`config.mk`:
```
export PLATFORM = sky130hd
export DESIGN_NAME = cgra_config_loader
export DESIGN_NICKNAME = d
export VERILOG_FILES = /design/src/rtl/cgra_cfg_pkg.sv /design/src/rtl/cgra_cfg_fifo.sv /design/src/rtl/cgra_config_loader.sv
export SDC_FILE = /design/constraint.sdc
export NUM_CORES = 1
export LEC_CHECK = 0
export CAP_MARGIN = 15
export CORE_MARGIN = 1
export CORE_UTILIZATION = 60
export DETAILED_ROUTE_END_ITERATION = 7
export PLACE_DENSITY_LB_ADDON = 0.25
export SLEW_MARGIN = 20
export SYNTH_ARGS = -nofsm -noshare
export SYNTH_HDL_FRONTEND = slang
export SYNTH_SLANG_ARGS = --single-unit
```
`constraint.sdc`:
```
create_clock -name clk_in -period 6.7 [get_ports clk_in]
set_input_delay 1.34 -clock clk_in [delete_from_list [all_inputs] [get_ports clk_in]]
set_output_delay 1.34 -clock clk_in [all_outputs]
set_load 0.03 [all_outputs]
```
`src/rtl/cgra_cfg_pkg.sv`:
```
// Shared types for the CGRA configuration loader: the buffered config word,
// the loader state encoding and the idle-bus address.
package cgra_cfg_pkg;

    localparam int CFG_ADDR_W = 32;
    localparam int CFG_DATA_W = 32;

    localparam logic [CFG_ADDR_W-1:0] CFG_IDLE_ADDR = {CFG_ADDR_W{1'b0}};

    typedef struct packed {
        logic [CFG_ADDR_W-1:0] addr;
        logic [CFG_DATA_W-1:0] data;
        logic                  last;
    } cfg_word_t;

    typedef enum logic [1:0] {
        ST_LOAD   = 2'd0,
        ST_SETTLE = 2'd1,
        ST_RUN    = 2'd2
    } cfg_state_e;

endpackage

```
`src/rtl/cgra_cfg_fifo.sv`:
```
// Show-ahead synchronous FIFO buffering stream words ahead of the config bus.
// Pointers carry one wrap bit so full and empty are distinguishable.
module cgra_cfg_fifo #(
    parameter int WIDTH = 65,
    parameter int DEPTH = 4
) (
    input  logic             clk,
    input  logic             rst,
    input  logic             push,
    input  logic [WIDTH-1:0] wdata,
    input  logic             pop,
    output logic [WIDTH-1:0] rdata,
    output logic             full,
    output logic             empty
);

    localparam int PTR_W = $clog2(DEPTH);

    logic [PTR_W:0]   wr_ptr_q, wr_ptr_d;
    logic [PTR_W:0]   rd_ptr_q, rd_ptr_d;
    logic [WIDTH-1:0] mem_q [DEPTH];
    logic             do_push;
    logic             do_pop;

    // Flags, guarded push/pop and next pointers.
    always_comb begin
        empty    = (wr_ptr_q == rd_ptr_q);
        full     = (wr_ptr_q[PTR_W] != rd_ptr_q[PTR_W]) &&
                   (wr_ptr_q[PTR_W-1:0] == rd_ptr_q[PTR_W-1:0]);
        do_push  = push && !full;
        do_pop   = pop && !empty;
        rdata    = mem_q[rd_ptr_q[PTR_W-1:0]];
        wr_ptr_d = wr_ptr_q;
        rd_ptr_d = rd_ptr_q;
        if (do_push) begin
            wr_ptr_d = wr_ptr_q + (PTR_W+1)'(1);
        end else begin
            wr_ptr_d = wr_ptr_q;
        end
        if (do_pop) begin
            rd_ptr_d = rd_ptr_q + (PTR_W+1)'(1);
        end else begin
            rd_ptr_d = rd_ptr_q;
        end
    end

    // Pointer registers; reset empties the FIFO.
    always_ff @(posedge clk or posedge rst) begin
        if (rst) begin
            wr_ptr_q <= {(PTR_W+1){1'b0}};
            rd_ptr_q <= {(PTR_W+1){1'b0}};
        end else begin
            wr_ptr_q <= wr_ptr_d;
            rd_ptr_q <= rd_ptr_d;
        end
    end

    // Storage array write port.
    always_ff @(posedge clk) begin
        if (do_push) begin
            mem_q[wr_ptr_q[PTR_W-1:0]] <= wdata;
        end
    end

endmodule

```
`src/rtl/cgra_config_loader.sv`:
```
// Drains a valid/ready stream of config words onto the CGRA config bus, one
// word per cycle, then waits a settle interval before enabling the fabric.
module cgra_config_loader
    import cgra_cfg_pkg::*;
#(
    parameter int ADDR_W        = 32,
    parameter int DATA_W        = 32,
    parameter int FIFO_DEPTH    = 4,
    parameter int SETTLE_CYCLES = 8,
    parameter int CNT_W         = 16
) (
    input  logic              clk_in,
    input  logic              reset_in,
    input  logic              in_valid,
    output logic              in_ready,
    input  logic [ADDR_W-1:0] in_addr,
    input  logic [DATA_W-1:0] in_data,
    input  logic              in_last,
    input  logic              restart,
    output logic [ADDR_W-1:0] config_addr_out,
    output logic [DATA_W-1:0] config_data_out,
    output logic              config_done,
    output logic              run_enable,
    output logic [CNT_W-1:0]  word_count,
    output logic              err_zero_addr
);

    localparam int SET_W = (SETTLE_CYCLES > 1) ? $clog2(SETTLE_CYCLES) : 1;
    localparam logic [SET_W-1:0] SETTLE_LOAD = SET_W'(SETTLE_CYCLES - 1);
    localparam logic [CNT_W-1:0] CNT_MAX     = {CNT_W{1'b1}};

    cfg_state_e        state_q, state_d;
    logic              last_seen_q, last_seen_d;
    logic [SET_W-1:0]  settle_q, settle_d;
    logic [ADDR_W-1:0] addr_q, addr_d;
    logic [DATA_W-1:0] data_q, data_d;
    logic              done_q, done_d;
    logic              run_q, run_d;
    logic [CNT_W-1:0]  count_q, count_d;
    logic              err_q, err_d;

    logic              fifo_push;
    logic              fifo_pop;
    logic              fifo_full;
    logic              fifo_empty;
    cfg_word_t         fifo_wdata;
    cfg_word_t         fifo_rdata;

    cgra_cfg_fifo #(
        .WIDTH ($bits(cfg_word_t)),
        .DEPTH (FIFO_DEPTH)
    ) u_fifo (
        .clk   (clk_in),
        .rst   (reset_in),
        .push  (fifo_push),
        .wdata (fifo_wdata),
        .pop   (fifo_pop),
        .rdata (fifo_rdata),
        .full  (fifo_full),
        .empty (fifo_empty)
    );

    // Handshake, next-state and next-output logic.
    always_comb begin
        in_ready        = (state_q == ST_LOAD) && !fifo_full && !last_seen_q;
        fifo_push       = in_valid && in_ready;
        fifo_wdata.addr = CFG_ADDR_W'(in_addr);
        fifo_wdata.data = CFG_DATA_W'(in_data);
        fifo_wdata.last = in_last;
        fifo_pop        = 1'b0;
        state_d         = state_q;
        last_seen_d     = last_seen_q || (fifo_push && in_last);
        settle_d        = settle_q;
        addr_d          = {ADDR_W{1'b0}};
        data_d          = {DATA_W{1'b0}};
        done_d          = done_q;
        run_d           = run_q;
        count_d         = count_q;
        err_d           = err_q;
        case (state_q)
            ST_LOAD: begin
                if (!fifo_empty) begin
                    fifo_pop = 1'b1;
                    // A zero address would alias the idle bus, so it is dropped and flagged.
                    if (fifo_rdata.addr == CFG_IDLE_ADDR) begin
                        err_d = 1'b1;
                    end else begin
                        addr_d = ADDR_W'(fifo_rdata.addr);
                        data_d = DATA_W'(fifo_rdata.data);
                        if (count_q != CNT_MAX) begin
                            count_d = count_q + CNT_W'(1);
                        end else begin
                            count_d = count_q;
                        end
                    end
                    if (fifo_rdata.last) begin
                        state_d  = ST_SETTLE;
                        settle_d = SETTLE_LOAD;
                    end else begin
                        state_d  = ST_LOAD;
                    end
                end else begin
                    fifo_pop = 1'b0;
                end
            end
            ST_SETTLE: begin
                if (settle_q == {SET_W{1'b0}}) begin
                    state_d = ST_RUN;
                end else begin
                    settle_d = settle_q - SET_W'(1);
                end
            end
            ST_RUN: begin
                // Enables register one cycle after entry, giving SETTLE_CYCLES idle cycles total.
                if (restart) begin
                    state_d     = ST_LOAD;
                    done_d      = 1'b0;
                    run_d       = 1'b0;
                    last_seen_d = 1'b0;
                    count_d     = {CNT_W{1'b0}};
                    err_d       = 1'b0;
                end else begin
                    done_d = 1'b1;
                    run_d  = 1'b1;
                end
            end
            default: begin
                state_d = ST_LOAD;
            end
        endcase
    end

    // State, bus and status registers.
    always_ff @(posedge clk_in or posedge reset_in) begin
        if (reset_in) begin
            state_q     <= ST_LOAD;
            last_seen_q <= 1'b0;
            settle_q    <= {SET_W{1'b0}};
            addr_q      <= {ADDR_W{1'b0}};
            data_q      <= {DATA_W{1'b0}};
            done_q      <= 1'b0;
            run_q       <= 1'b0;
            count_q     <= {CNT_W{1'b0}};
            err_q       <= 1'b0;
        end else begin
            state_q     <= state_d;
            last_seen_q <= last_seen_d;
            settle_q    <= settle_d;
            addr_q      <= addr_d;
            data_q      <= data_d;
            done_q      <= done_d;
            run_q       <= run_d;
            count_q     <= count_d;
            err_q       <= err_d;
        end
    end

    assign config_addr_out = addr_q;
    assign config_data_out = data_q;
    assign config_done     = done_q;
    assign run_enable      = run_q;
    assign word_count      = count_q;
    assign err_zero_addr   = err_q;

endmodule

```
# Word-level counts from Yosys, hierarchy flattened
# Memory sizes are Yosys's and may differ from the RTL's.
# Cells that the tools add are included.
[classes]
n_addsub = 4
eq_ne = 14
mux = 31
reduce_logical = 20
[ops]
columns = ["cell", "n"]
rows = [
  ["$mux 32", 6],
  ["$mux 16", 4],
  ["$logic_not 32->1", 1],
  ["$pmux 16 s2", 1],
  ["$add 16x1->16 const B", 1],
  ["$ne 16x16->1 const B", 1],
  ["$ne 2x2->1 const B", 6],
  ["$mux 1", 11],
  ["$mux 3", 3],
  ["$reduce_and 4->1", 2],
  ["$logic_and 1x1->1", 7],
  ["$add 3x1->3 const B", 2],
  ["$mux 2", 3],
  ["$pmux 2 s3", 1],
  ["$pmux 3 s2", 1],
  ["$reduce_and 5->1", 1],
  ["$ne 2x1->1 const B", 2],
  ["$reduce_bool 2->1", 2],
  ["$eq 3x3->1", 1],
  ["$logic_not 1->1", 3],
  ["$logic_not 3->1", 1],
  ["$reduce_and 3->1", 1],
  ["$sub 3x1->3 const B", 1],
  ["$eq 2x1->1 const B", 1],
  ["other kinds (6)", 6],
]
[totals]
input_bits = 69
mem_count = 1
out_inout_bits = 84
mem_bits_rw = 260
reg_bits = 94
[memory_table]
columns = ["name", "words", "word_bits", "rd", "rd_ports_with_merged_regs", "write_ports", "line", "text"]
rows = [
  ["u_fifo.mem_q", 4, 65, 1, 0, 1, "cgra_cfg_fifo.sv:21", "logic [WIDTH-1:0] mem_q [DEPTH];"],
]

# Longest topological paths before layout
# Gate-level depths: netlist of run 1.
[logic_depth]
word_depth = 10
ltp_mapped = 9

# By module
# Synthesis of run 1 repeated with hierarchy kept, for this count alone.
[unflattened]
cells_unflattened = 685
area_unflattened_um2 = 13309.0
[by_module_without_submodules]
columns = ["module", "seq_area_each_um2", "area_each_um2", "n_inst", "cells_each"]
rows = [
  ["cgra_cfg_fifo", 7957.6, 9903.2, 1, 390],
  ["cgra_config_loader", 2202.1, 3405.8, 1, 295],
]

# Worst setup path after synthesis of run 1
# Ideal clock, no wire load.
[synth_timing]
kind = "reg-to-reg"
startpoint = "register u_fifo.rd_ptr_q[0]"
endpoint = "memory u_fifo.mem_q[3][0], enable pin"
path_slack_ns = 1.531
t_arrival_ns = 4.737
period_less_slack_ns = 5.169
required_ns = 6.268
stages_incl_launch_ff = 7
path_cell_list = "dfrtp_1 buf_4 buf_6 xor2_1 nor2_1 a2111oi_0 and3_1"
[synth_between]
elab_chain_len = 9
[synth_lines]
columns = ["element", "line", "text"]
rows = [
  ["start: declaration", "cgra_cfg_fifo.sv:20", "logic [PTR_W:0] rd_ptr_q, rd_ptr_d;"],
  ["start signal: assignment", "cgra_cfg_fifo.sv:51", "rd_ptr_q <= {(PTR_W+1){1'b0}};"],
  ["start signal: assignment", "cgra_cfg_fifo.sv:54", "rd_ptr_q <= rd_ptr_d;"],
  ["$eq 2x2->1", "cgra_cfg_fifo.sv:29", "(wr_ptr_q[PTR_W-1:0] == rd_ptr_q[PTR_W-1:0]);"],
  ["$logic_and 1x1->1", "cgra_cfg_fifo.sv:28", "full = (wr_ptr_q[PTR_W] != rd_ptr_q[PTR_W]) &&"],
  ["$logic_not 1->1", "cgra_config_loader.sv:65", "in_ready = (state_q == ST_LOAD) && !fifo_full && !last_seen_q;"],
  ["$logic_and 1x1->1 (2 in a row)", "cgra_config_loader.sv:65", ""],
  ["named net in_ready", "cgra_config_loader.sv:15", "output logic in_ready,"],
  ["$logic_and 1x1->1", "cgra_config_loader.sv:66", "fifo_push = in_valid && in_ready;"],
  ["$logic_and 1x1->1", "cgra_cfg_fifo.sv:30", "do_push = push && !full;"],
  ["$mux 1", "cgra_cfg_fifo.sv:60", "if (do_push) begin"],
  ["$mux 1 (implied by the code)", "cgra_cfg_fifo.sv:61", "mem_q[wr_ptr_q[PTR_W-1:0]] <= wdata;"],
  ["end: declaration", "cgra_cfg_fifo.sv:21", ""],
]
# The timed path passes the listed nets, and every way through them passes these cells.

# Worst setup path in the final report of run 1
[layout_timing]
startpoint = "register u_fifo.rd_ptr_q[1]"
endpoint = "output in_ready"
[layout_between]
elab_chain_len = 5
[layout_lines]
columns = ["element", "line"]
rows = [
  ["$eq 2x2->1", "cgra_cfg_fifo.sv:29"],
  ["$logic_and 1x1->1", "cgra_cfg_fifo.sv:28"],
  ["$logic_not 1->1", "cgra_config_loader.sv:65"],
  ["$logic_and 1x1->1 (2 in a row)", "cgra_config_loader.sv:65"],
  ["end: declaration", "cgra_config_loader.sv:15"],
]
# No other way between the ends.

==> results.md, run 1 <==
- Count of port buffers added during placement: 152
- Kind of end point of the critical path: output pin
- Post-synthesis cell type count: 49
- Crit-path max cell delay: 1.06 ns
- Maximum clock rate: 216 MHz
- Critical path cell sequence: xor2_1, nor2_1, a2111oi_0, buf_4, clkdlybuf4s50_1
- Number of gates resized after CTS: 0
- Met1 wire length: 10.2 mm
- Number of antenna violations at the first check in global routing: 1
- Detailed route wirelength on metal3: 1.74 mm
- Setup repair after global routing missed its margin: false
- Kind of start point of the critical path: register
- Detailed placement HPWL: 14.6 mm
- Routed length per instance: 22.7 um
- Synthesized netlist net count: 752
- Final-report hold violation count: 0
- Detailed Route Iter0 Violations: 439
- Fin worst setup slack: 2.07 ns
- Number of slew-limit violations in the final report: 0
- Total Die Area: 0.0227 mm2
- Clock insertion delay at the later pin of the skew report: 0.51 ns
- Gate count of the mapped netlist: 675
- #FFs+latches synth: 354
- Count of boundary I/O pins: 153
- Share of layout cells above drive strength 1: 15.4%
- PwrDens: 400 mW/mm2
- Initial core utilization: 62.0%
- Setup skew after layout: 0.0178 ns
- Area of placed instances: 0.0150 mm2
- CTS hold repair buffers: 0
- Number of H-tree branching levels: 2
- Leak pwr: 5.70 nW
- DR vias/cell: 6.01
- Buffers & Inverters on Critical Path: 2
- Maximum number of pins on one net before global-route repair: 69
- Number of global-route vias before repair: 7196
- Average size of a mapped cell: 19.6 um2
- Clock transition at the registers of the reported paths: 0.06 ns
- Run status: finished, final reports clean
- Global-route wire length before repair: 39.8 mm
- Main synth FF type: sky130_fd_sc_hd__edfxtp_1
- WL met2: 13.3 mm
- Post-route clock period utilization: 69.1%
- Drt pass-1 iters: 5
- Total wire length after detailed routing: 25.9 mm
- Number of flops mapped to enable cells by yosys: 260
- Sequential-to-total area share from yosys stat: 76.8%
- Proportion of register bits with asynchronous set or reset after synthesis: 26.6%
- Vert. Die Dim: 151 um
- Reported max-cap violation count: 0
- Core footprint: 0.0214 mm2
- Setup Buffers After CTS: 0
- Total clock sinks: 354
- Largest vdd supply drop: 300 uV
- Least-Margin Pin Slew: 1.05 ns
- Fin crit period: 4.63 ns
- Total vias in the final route: 6853
- Final total negative setup slack: 0 ns
- Library cell contributing the largest single delay on the critical path: sky130_fd_sc_hd__dfrtp_4
- Required time of the critical path: 5.36 ns
- Cell area after layout: 0.0161 mm2
- Largest buffer count on any clock path: 3
- Combined area of all synthesized cells: 0.0132 mm2
- Layout-stage area growth over the synthesis result: 22.0%
- Delay-heaviest family, CP: flip-flops
- Chip Width: 151 um
- Number of CTS-inserted buffers: 35
- Placement Setup Slack: 2.54 ns
- Maximum fanout encountered on the critical timing path: 68
- TritonCTS clock tree: yes
- Tightest slew margin relative to the limit: 29.8%
- Total number of nets in the final design: 915
- Post-route antenna net violation count: 0
- Global route overflow: 0
- Yosys warnings: 0
- Critical path start-end classification: reg2out
- Uppermost routed layer: met4
- DRC Markers: 0
- Final RePlAce weighted congestion: 0.801
- Classification of the worst-slack hold path: reg2reg
- Library cell used as clock root buffer: sky130_fd_sc_hd__clkbuf_16
- Final setup viols: 0
- Overall track demand over capacity in global routing: 24.0%
- Crit path arrival time: 3.29 ns
- Std cell rows: 53
cell type report:
type	count	area, um2
fillers	1204	5210
clock buffers	53	1040
clock inverters	10	100
diodes	1	2.50
well taps	275	344
inverters	9	36.3
multi-input cells	282	2910
repair buffers	156	1550
flip-flops and latches	354	10200
cells in the final DEF (no fill, tap or decap), types with 5 or more instances in the layout:
| cell | n |
|---|---|
| sky130_fd_sc_hd__nand2_1 | 22 |
| sky130_fd_sc_hd__clkbuf_1 | 11 |
| sky130_fd_sc_hd__nor4_1 | 19 |
| sky130_fd_sc_hd__o21ai_0 | 9 |
| sky130_fd_sc_hd__clkdlybuf4s50_1 | 152 |
| sky130_fd_sc_hd__inv_1 | 8 |
| sky130_fd_sc_hd__a211o_1 | 8 |
| sky130_fd_sc_hd__mux4_2 | 65 |
| sky130_fd_sc_hd__clkinv_2 | 5 |
| sky130_fd_sc_hd__nand3_1 | 10 |
| sky130_fd_sc_hd__nor2_1 | 10 |
| sky130_fd_sc_hd__xor2_1 | 5 |
| sky130_fd_sc_hd__a21oi_1 | 5 |
| sky130_fd_sc_hd__and2_1 | 66 |
| sky130_fd_sc_hd__dfrtp_1 | 92 |
| sky130_fd_sc_hd__clkbuf_16 | 37 |
| sky130_fd_sc_hd__o211a_1 | 7 |
| sky130_fd_sc_hd__edfxtp_1 | 260 |
| sky130_fd_sc_hd__clkbuf_8 | 5 |
| sky130_fd_sc_hd__ha_1 | 8 |
stage by stage:
step | util [%] | hold slack (ns) | cells | power, mW
6_report | 75.6 | 0.503 | 1140 | 6.46
5_1_grt | 75.6 | 0.523 | 1139 | 6.72
4_1_cts | 75.6 | 0.503 | 1139 | 6.51
3_5_place_dp | 70.3 | 0.492 | 1076 | 4.58
3_3_place_gp | 70.3 | 0.477 | 1076 | 4.52
2_1_floorplan | - | 0.460 | 675 | 3.99
cells in the mapped netlist (2+ instances only):
cell,instances,area share [%]
sky130_fd_sc_hd__or3_1,2,0.095
sky130_fd_sc_hd__nor4_1,19,0.90
sky130_fd_sc_hd__clkbuf_1,15,0.43
sky130_fd_sc_hd__nand3_1,10,0.38
sky130_fd_sc_hd__mux4_2,65,11
sky130_fd_sc_hd__buf_1,5,0.14
sky130_fd_sc_hd__nor3_1,3,0.11
sky130_fd_sc_hd__a211o_1,8,0.53
sky130_fd_sc_hd__inv_1,9,0.26
sky130_fd_sc_hd__nand4_1,4,0.19
sky130_fd_sc_hd__dfrtp_1,94,18
sky130_fd_sc_hd__xor2_1,5,0.33
sky130_fd_sc_hd__o21ai_0,9,0.34
sky130_fd_sc_hd__o211a_1,7,0.53
sky130_fd_sc_hd__and2_1,66,3.1
sky130_fd_sc_hd__or4b_2,2,0.15
sky130_fd_sc_hd__a21oi_1,5,0.19
sky130_fd_sc_hd__nand2b_1,2,0.095
sky130_fd_sc_hd__nand2_1,22,0.62
sky130_fd_sc_hd__buf_6,5,0.43
sky130_fd_sc_hd__buf_4,4,0.23
sky130_fd_sc_hd__o311ai_1,2,0.13
sky130_fd_sc_hd__or2_2,2,0.095
sky130_fd_sc_hd__edfxtp_1,260,59
sky130_fd_sc_hd__ha_1,8,0.76
sky130_fd_sc_hd__o21a_1,2,0.11
sky130_fd_sc_hd__xnor2_1,3,0.20
sky130_fd_sc_hd__and3_1,6,0.28
sky130_fd_sc_hd__nor2_1,11,0.31
report_power, final:
group	leakage [nW]	switching (mW)	internal [mW]	total, mW
Sequential	3.56	0.284	2.60	2.88
Combinational	1.59	0.843	0.805	1.65
Clock	0.556	0.779	1.15	1.92
Total	5.70	1.91	4.55	6.46
sequential cells by signal, summed over array words and instances, names as in the netlist:
name             flops
u_fifo.rd_ptr_q      3
state_q              2
last_seen_q          1
config_addr_out     32
u_fifo.wr_ptr_q      3
config_data_out     32
err_zero_addr        1
settle_q             3
u_fifo.mem_q       260
run_enable           1
word_count          16
final timing paths:
path,to,slack (ns),startpoint,depth (start not counted)
hold reg to reg,u_fifo.wr_ptr_q[2]$_DFFE_PP0P_,0.50,u_fifo.wr_ptr_q[2]$_DFFE_PP0P_,1
setup / recovery,in_ready,2.07,u_fifo.rd_ptr_q[1]$_DFFE_PP0P_,5
hold / removal,u_fifo.wr_ptr_q[2]$_DFFE_PP0P_,0.50,u_fifo.wr_ptr_q[2]$_DFFE_PP0P_,1
setup reg to reg,word_count[9]$_DFFE_PP0P_,2.66,u_fifo.rd_ptr_q[0]$_DFFE_PP0P_,6
min in group asynchronous,config_addr_out[6]$_DFF_PP0_,1.23,reset_in,2
max in group asynchronous,u_fifo.rd_ptr_q[0]$_DFFE_PP0P_,4.22,reset_in,3
worst reg2reg max path, cell delays in order, from the launching register on:
cell	delay [ns]
sky130_fd_sc_hd__dfrtp_4	0.94
sky130_fd_sc_hd__mux4_2	0.66
sky130_fd_sc_hd__nor4_1	0.49
sky130_fd_sc_hd__nand4_1	0.31
sky130_fd_sc_hd__o211ai_2	0.92
sky130_fd_sc_hd__and2_1	0.45
sky130_fd_sc_hd__a211o_1	0.20
metal layers:
metal,global-route usage (%),up-vias
li1,-,2989
met1,31.0,3531
met2,40.4,275
met3,5.88,58
met4,7.53,0
met5,0,-
kinds of logic after synthesis:
kind of cell | count (synthesis) | share of synthesized area [%]
AOI/OAI and AO/OA | 48 | 2.80
and+or+nand+nor | 153 | 6.58
DFF | 354 | 76.8
muxes | 65 | 11.1
buffers and inverters | 39 | 1.51
adders and majority gates | 8 | 0.756
xor gates and xnor gates | 8 | 0.529
(Power assumes the default switching activity.)
==> run 2: changes to the inputs <==
--- a/config.mk
+++ b/config.mk
@@ -7,7 +7,7 @@
 export LEC_CHECK = 0
 export CAP_MARGIN = 15
 export CORE_MARGIN = 1
-export CORE_UTILIZATION = 60
+export CORE_UTILIZATION = 50
 export DETAILED_ROUTE_END_ITERATION = 7
 export PLACE_DENSITY_LB_ADDON = 0.25
 export SLEW_MARGIN = 20
==> constraint.sdc (replaced) <==
create_clock -name clk_in -period 4.2 [get_ports clk_in]
set_input_delay 0.84 -clock clk_in [delete_from_list [all_inputs] [get_ports clk_in]]
set_output_delay 0.84 -clock clk_in [all_outputs]
set_load 0.03 [all_outputs]
==> results.md, run 2 (synthesized netlist as in run 1, its figures left out) <==
- Maximum clock rate: 268 MHz
- DRC Markers: 0 (unchanged)
- Number of slew-limit violations in the final report: 0 (unchanged)
- Final setup viols: 0 (unchanged)
- Total number of nets in the final design: 928 (+1.4%)
- Maximum number of pins on one net before global-route repair: 51 (-26%)
- Largest vdd supply drop: 384 uV (+28%)
- Number of inserted diodes: 0 (-1)
- Critical path cell sequence: buf_4, xor2_1, nor2_1, a2111oi_1, buf_4, buf_4
- Total wire length after detailed routing: 26.3 mm (+1.6%)
- Least-Margin Pin Slew: 0.806 ns (-0.244 ns)
- Tightest slew margin relative to the limit: 45.8% (+16 points)
- Leak pwr: 5.84 nW (+2.4%)
- Crit path arrival time: 2.90 ns (-0.39 ns)
- Total vias in the final route: 6831 (-0.32%)
- Count of boundary I/O pins: 153 (unchanged)
- Kind of start point of the critical path: register
- TritonCTS clock tree: yes
- Maximum fanout encountered on the critical timing path: 33 (-51%)
- Clock transition at the registers of the reported paths: 0.06 ns (about the same)
- Core footprint: 0.0260 mm2 (+22%)
- Initial core utilization: 50.9% (-11 points)
- Std cell rows: 59 (+11%)
- Final total negative setup slack: 0 ns (unchanged)
- Delay-heaviest family, CP: flip-flops
- Routed length per instance: 21.7 um (-4.5%)
- Number of flip-flops in the largest register: 260 (unchanged)
- Chip Width: 165 um (+9.4%)
- Number of global-route vias before repair: 7282 (+1.2%)
- Number of CTS-inserted buffers: 36 (+2.9%)
- Total clock sinks: 354 (unchanged)
- Classification of the worst-slack hold path: reg2reg
- Total Die Area: 0.0271 mm2 (+20%)
- Buffers & Inverters on Critical Path: 3 (+1)
- Global-route wire length before repair: 41.2 mm (+3.4%)
- Number of H-tree branching levels: 2 (unchanged)
- CTS hold repair buffers: 0 (unchanged)
- Minimum hold slack: 0.487 ns (-0.0167 ns)
- Setup Buffers After CTS: 0 (unchanged)
- Commonest cells after routing, fill and taps aside: 260 x sky130_fd_sc_hd__edfxtp_1, 151 x sky130_fd_sc_hd__clkdlybuf4s50_1, 92 x sky130_fd_sc_hd__dfrtp_1
- Overall track demand over capacity in global routing: 20.5% (-3.4 points)
- Detailed placement HPWL: 16.2 mm (+11%)
- Kind of end point of the critical path: output pin
- Setup repair after global routing missed its margin: false
- Layout-stage area growth over the synthesis result: 24.7%
- Count of port buffers added during placement: 152 (unchanged)
- Critical path start-end classification: reg2out
- Number of antenna violations at the first check in global routing: 0 (-1)
- Share of layout cells above drive strength 1: 17.6% (+2.2 points)
- Run status: finished, final reports clean
- Library cell contributing the largest single delay on the critical path: sky130_fd_sc_hd__dfrtp_4
- Number of gates resized after CTS: 0 (unchanged)
- Post-route antenna net violation count: 0 (unchanged)
- Crit-path max cell delay: 0.86 ns (-0.20 ns)
- Drt pass-1 iters: 5 (unchanged)
- Final RePlAce weighted congestion: 0.816 (+1.8%)
- Vert. Die Dim: 165 um (+9.4%)
- DR vias/cell: 5.63 (-6.4%)
- Most frequent standard cell in the layout excluding fill and tap cells: sky130_fd_sc_hd__edfxtp_1
- Final-report hold violation count: 0 (unchanged)
- Post-route clock period utilization: 88.9%
- Reported max-cap violation count: 0 (unchanged)
- Global route overflow: 0 (unchanged)
- Clock insertion delay at the later pin of the skew report: 0.52 ns (about the same)
- Fin crit period: 3.74 ns
- Setup skew after layout: 0.0198 ns (+0.00199 ns)
- Worst path most repeated cell: sky130_fd_sc_hd__buf_4
- Largest buffer count on any clock path: 3 (unchanged)
- Required time of the critical path: 3.36 ns (-2.00 ns)
- Detailed Route Iter0 Violations: 682 (+55%)
- PwrDens: 643 mW/mm2 (+61%)
- Library cell used as clock root buffer: sky130_fd_sc_hd__clkbuf_16
[run 2: changes by cell type in the layout (fill, tap and decap cells not counted), sizes merged, moves of 3 or more]
cell,delta
buf,+13
clkbuf,-7
bufinv,+3
clkinv,+3
clkinvlp,+3
[run 2: power by group]
part	leakage, nW	total (mW)	switching [mW]	internal, mW
registers	3.56	4.55	0.399	4.15
clock network	0.615	3.35	1.30	2.04
logic	1.67	2.73	1.41	1.32
[run 2: routing by layer]
layer	track usage, %	up-vias	share of wire, %
li1	-	3025	-
met1	27.7	3519	42
met2	34.6	253	50
met3	3.82	34	6.5
met4	5.21	0	1.6
met5	0	-	0
[run 2: path summary, 6_finish.rpt]
check | cells after the start | to | slack [ns] | startpoint
max reg2reg | 7 | word_count[3]$_DFFE_PP0P_ | 0.68 | u_fifo.rd_ptr_q[0]$_DFFE_PP0P_
min | 1 | u_fifo.wr_ptr_q[2]$_DFFE_PP0P_ | 0.49 | u_fifo.wr_ptr_q[2]$_DFFE_PP0P_
min in group asynchronous | 2 | word_count[6]$_DFFE_PP0P_ | 0.77 | reset_in
max | 6 | in_ready | 0.46 | u_fifo.rd_ptr_q[0]$_DFFE_PP0P_
min reg2reg | 1 | u_fifo.wr_ptr_q[2]$_DFFE_PP0P_ | 0.49 | u_fifo.wr_ptr_q[2]$_DFFE_PP0P_
max in group asynchronous | 3 | config_data_out[14]$_DFF_PP0_ | 2.73 | reset_in
[run 2: metrics by stage]
step | worst slack, ns | area (um2) | cells | power (mW) | utilization, %
floorplan | 0.253 | 13200 | 675 | 6.37 | -
global placement | 0.642 | 15200 | 1148 | 7.29 | 58.6
detailed placement | 0.570 | 15200 | 1148 | 7.38 | 58.6
CTS | 0.391 | 16500 | 1214 | 10.7 | 63.5
global route | 0.218 | 16500 | 1214 | 11.1 | 63.5
finish | 0.464 | 16500 | 1214 | 10.6 | 63.5
[run 2: area by class of cell]
| type | instances | area, um2 |
|---|---|---|
| fill | 1766 | 9480 |
| sequential | 354 | 10200 |
| tap | 335 | 419 |
| inverter | 9 | 36.3 |
| clock inverter | 20 | 255 |
| timing repair buffer | 168 | 1700 |
| multi-input combinational | 282 | 2900 |
| clock buffer | 46 | 1020 |
==> run 3: changes to the inputs <==
--- a/config.mk
+++ b/config.mk
@@ -6,11 +6,14 @@
 export NUM_CORES = 1
 export LEC_CHECK = 0
 export CAP_MARGIN = 15
+export CELL_PAD_IN_SITES_DETAIL_PLACEMENT = 0
+export CELL_PAD_IN_SITES_GLOBAL_PLACEMENT = 1
 export CORE_MARGIN = 1
-export CORE_UTILIZATION = 50
+export CORE_UTILIZATION = 48
 export DETAILED_ROUTE_END_ITERATION = 7
 export PLACE_DENSITY_LB_ADDON = 0.25
 export SLEW_MARGIN = 20
 export SYNTH_ARGS = -nofsm -noshare
 export SYNTH_HDL_FRONTEND = slang
+export SYNTH_HIERARCHICAL = 1
 export SYNTH_SLANG_ARGS = --single-unit
==> constraint.sdc (replaced) <==
create_clock -name clk_in -period 4.1 [get_ports clk_in]
set_input_delay 0.82 -clock clk_in [delete_from_list [all_inputs] [get_ports clk_in]]
set_output_delay 0.82 -clock clk_in [all_outputs]
set_load 0.03 [all_outputs]
==> results.md, run 3 <==
- Crit-path max cell delay: 0.79 ns (-0.07 ns)
- Global route overflow: 0 (unchanged)
- Global Route met1 Usage: 24.5% (-3.2 points)
- Slack of the worst reg-to-reg path: 0.60 ns (-0.08 ns)
- Minimum hold slack: 0.488 ns (+0.00147 ns)
- Total Die Area: 0.0284 mm2 (+4.7%)
- Busiest grt layer: met2
- Number of global-route vias before repair: 7283 (+0.014%)
- Number of CTS-inserted buffers: 36 (unchanged)
- Met3 track utilization from global routing: 4.77% (+0.95 points)
- Gate count of the mapped netlist: 685 (+1.5%)
- Most frequent standard cell in the layout excluding fill and tap cells: sky130_fd_sc_hd__edfxtp_1
- Commonest cells after routing, fill and taps aside: 260 x sky130_fd_sc_hd__edfxtp_1, 152 x sky130_fd_sc_hd__clkdlybuf4s50_1, 92 x sky130_fd_sc_hd__dfrtp_1
- Kind of start point of the critical path: register
- Fill cell total of the finished layout: 1955 (+11%)
- Main synth FF type: sky130_fd_sc_hd__edfxtp_1
- DR vias/cell: 5.36 (-4.7%)
- Number of H-tree branching levels: 2 (unchanged)
- Least-Margin Pin Slew: 0.642 ns (-0.164 ns)
- Detailed placement HPWL: 16.4 mm (+1.4%)
- Final setup viols: 0 (unchanged)
- Combined area of all synthesized cells: 0.0133 mm2 (+0.56%)
- Share of layout cells above drive strength 1: 16.8% (-0.80 points)
- Post-route clock period utilization: 93.9%
- GR Util met2: 32.6% (-2.0 points)
- Most common cell in the netlist: sky130_fd_sc_hd__edfxtp_1
- Critical Path Source: u_fifo/rd_ptr_q[0]$_DFFE_PP0P_
- Maximum clock rate: 260 MHz
- Beginning of the worst hold path: settle_q[0]$_DFFE_PP0P_
- Cell types with the largest area share after synthesis: sky130_fd_sc_hd__edfxtp_1 59%, sky130_fd_sc_hd__dfrtp_1 18%, sky130_fd_sc_hd__mux4_2 11%
- Fraction of synthesized cell area taken by the top area cell type: 58.7% (-0.33 points)
- Post-route antenna net violation count: 0 (unchanged)
- Count of placed standard cells in the final layout, fillers left out: 1264 (+4.1%)
- Layout-stage area growth over the synthesis result: 23.8%
- Reg-to-Reg Start: u_fifo/rd_ptr_q[0]$_DFFE_PP0P_
- Clock transition at the registers of the reported paths: 0.06 ns (about the same)
- Buffers & Inverters on Critical Path: 3 (unchanged)
- Clock insertion delay at the later pin of the skew report: 0.51 ns (about the same)
- Post-synthesis cell type count: 44 (-10%)
- Critical path cell sequence: buf_12, xnor2_2, nand3_1, inv_1, nor4_1, clkdlybuf4s50_1
- Total number of nets in the final design: 940 (+1.3%)
- Synthesized netlist net count: 762 (+1.3%)
- Fin worst setup slack: 0.252 ns (-0.213 ns)
- Chip Width: 169 um (+2.3%)
- Count of boundary I/O pins: 153 (unchanged)
- Cell area after layout: 0.0165 mm2 (-0.17%)
- Required time of the critical path: 3.28 ns (-0.08 ns)
- Largest buffer count on any clock path: 3 (unchanged)
- Reported max-cap violation count: 0 (unchanged)
- Total vias in the final route: 6776 (-0.81%)
- Vert. Die Dim: 169 um (+2.3%)
- CTS hold repair buffers: 0 (unchanged)
- Library cell contributing the largest single delay on the critical path: sky130_fd_sc_hd__clkdlybuf4s50_1
- Number of gates resized after CTS: 0 (unchanged)
- Number of slew-limit violations in the final report: 0 (unchanged)
- Yosys warnings: 6 (+6)
- Number of flip-flops in the largest register: 260 (unchanged)
- Total clock sinks: 354 (unchanged)
- Maximum number of pins on one net before global-route repair: 57 (+12%)
- Cell type contributing the most total cell area after synthesis: sky130_fd_sc_hd__edfxtp_1
- Drt pass-1 iters: 5 (unchanged)
- Detailed Route Iter0 Violations: 518 (-24%)
- Area of placed instances: 0.0153 mm2 (+0.67%)
- Core footprint: 0.0271 mm2 (+4.3%)
- Global-route wire length before repair: 40.8 mm (-0.96%)
- Setup repair after global routing missed its margin: false
- Average size of a mapped cell: 19.4 um2 (-0.91%)
- Count of port buffers added during placement: 152 (unchanged)
- Kind of end point of the critical path: output pin
- Final-report hold violation count: 0 (unchanged)
- Overall track demand over capacity in global routing: 19.1% (-1.4 points)
- Total wire length after detailed routing: 26.0 mm (-1.3%)
- Maximum fanout encountered on the critical timing path: 19 (-42%)
- Delay-heaviest family, CP: buffers and inverters
- Cell Count Post-Placement: 1197 (+4.3%)
- Placement Setup Slack: 0.579 ns (+0.00809 ns)
- DRC Markers: 0 (unchanged)
- Proportion of register bits with asynchronous set or reset after synthesis: 26.6% (unchanged)
- TritonCTS clock tree: yes
- Setup Buffers After CTS: 0 (unchanged)
- Leak pwr: 5.85 nW (+0.15%)
- Final RePlAce weighted congestion: 0.804 (-1.5%)
- Sequential-to-total area share from yosys stat: 76.3% (-0.43 points)
- Number of antenna violations at the first check in global routing: 1 (+1)
- Fin crit period: 3.85 ns
- Crit path arrival time: 3.03 ns (+0.13 ns)
- Library cell used as clock root buffer: sky130_fd_sc_hd__clkbuf_16
- List of most frequent post-synthesis cells: 260 x sky130_fd_sc_hd__edfxtp_1, 94 x sky130_fd_sc_hd__dfrtp_1, 65 x sky130_fd_sc_hd__and2_1, 65 x sky130_fd_sc_hd__mux4_2, 23 x sky130_fd_sc_hd__a31oi_1
- Final total negative setup slack: 0 ns (unchanged)
- #FFs+latches synth: 354 (unchanged)
- Run status: finished, final reports clean
- PwrDens: 703 mW/mm2 (+9.3%)
- Initial core utilization: 49.1% (-1.8 points)
- Largest vdd supply drop: 377 uV (-1.9%)
- Setup skew after layout: 0.0187 ns (-0.00110 ns)
- Routed length per instance: 20.6 um (-5.2%)
- Tightest slew margin relative to the limit: 57.2% (+11 points)
- Critical path start-end classification: reg2out
- Number of flops mapped to enable cells by yosys: 260 (unchanged)
- Std cell rows: 60 (+1.7%)
- Classification of the worst-slack hold path: reg2reg
==> run 3: final timing paths <==
| check | endpoint | cells past startpoint |
|---|---|---|
| worst min register to register | settle_q[0]$_DFFE_PP0P_ | 1 |
| worst max register to register | word_count[9]$_DFFE_PP0P_ | 7 |
| min in group asynchronous | u_fifo/rd_ptr_q[0]$_DFFE_PP0P_ | 2 |
| max in group asynchronous | word_count[1]$_DFFE_PP0P_ | 3 |
| worst max-delay path | in_ready | 6 |
| worst min-delay path | settle_q[0]$_DFFE_PP0P_ | 1 |
==> run 3: area by class of cell <==
class / count / area, um2 / share of cell area (%)
flip-flops and latches: 354 / 10200 / 61.7
clock inverters: 19 / 140 / 0.851
diodes: 1 / 2.50 / 0.0152
multi-input cells: 286 / 2900 / 17.6
inverters: 13 / 51.3 / 0.311
clock buffers: 47 / 1000 / 6.09
repair buffers: 172 / 1750 / 10.6
well taps: 372 / 465 / 2.83
==> run 3: logic make-up after synthesis <==
group           count (synthesis)  share of synthesized area (%)
compound gates                 61                           2.83
xor+xnor                        9                          0.762
fa+ha+maj                       8                          0.752
buf+inv                        45                           2.11
flops                         354                           76.3
mux                            66                           11.1
simple gates                  142                           6.14
==> run 3: power by group <==
group	switching, mW	total (mW)	internal, mW	leakage, nW
Combinational	2.00	3.67	1.67	1.74
Sequential	0.395	4.80	4.40	3.55
Clock	1.27	3.12	1.85	0.564
==> run 3: routing by layer <==
layer,vias up,wire length (um)
li1,3031,-
met1,3533,10800
met2,180,13100
met3,32,1600
met4,0,405
met5,-,0
==> run 3: through the flow <==
stage / util [%] / total power, mW
floorplan: - / 7.25
global placement: 56.6 / 8.52
detailed placement: 56.6 / 8.59
CTS: 60.8 / 11.7
global route: 60.8 / 12.1
finish: 60.8 / 11.6
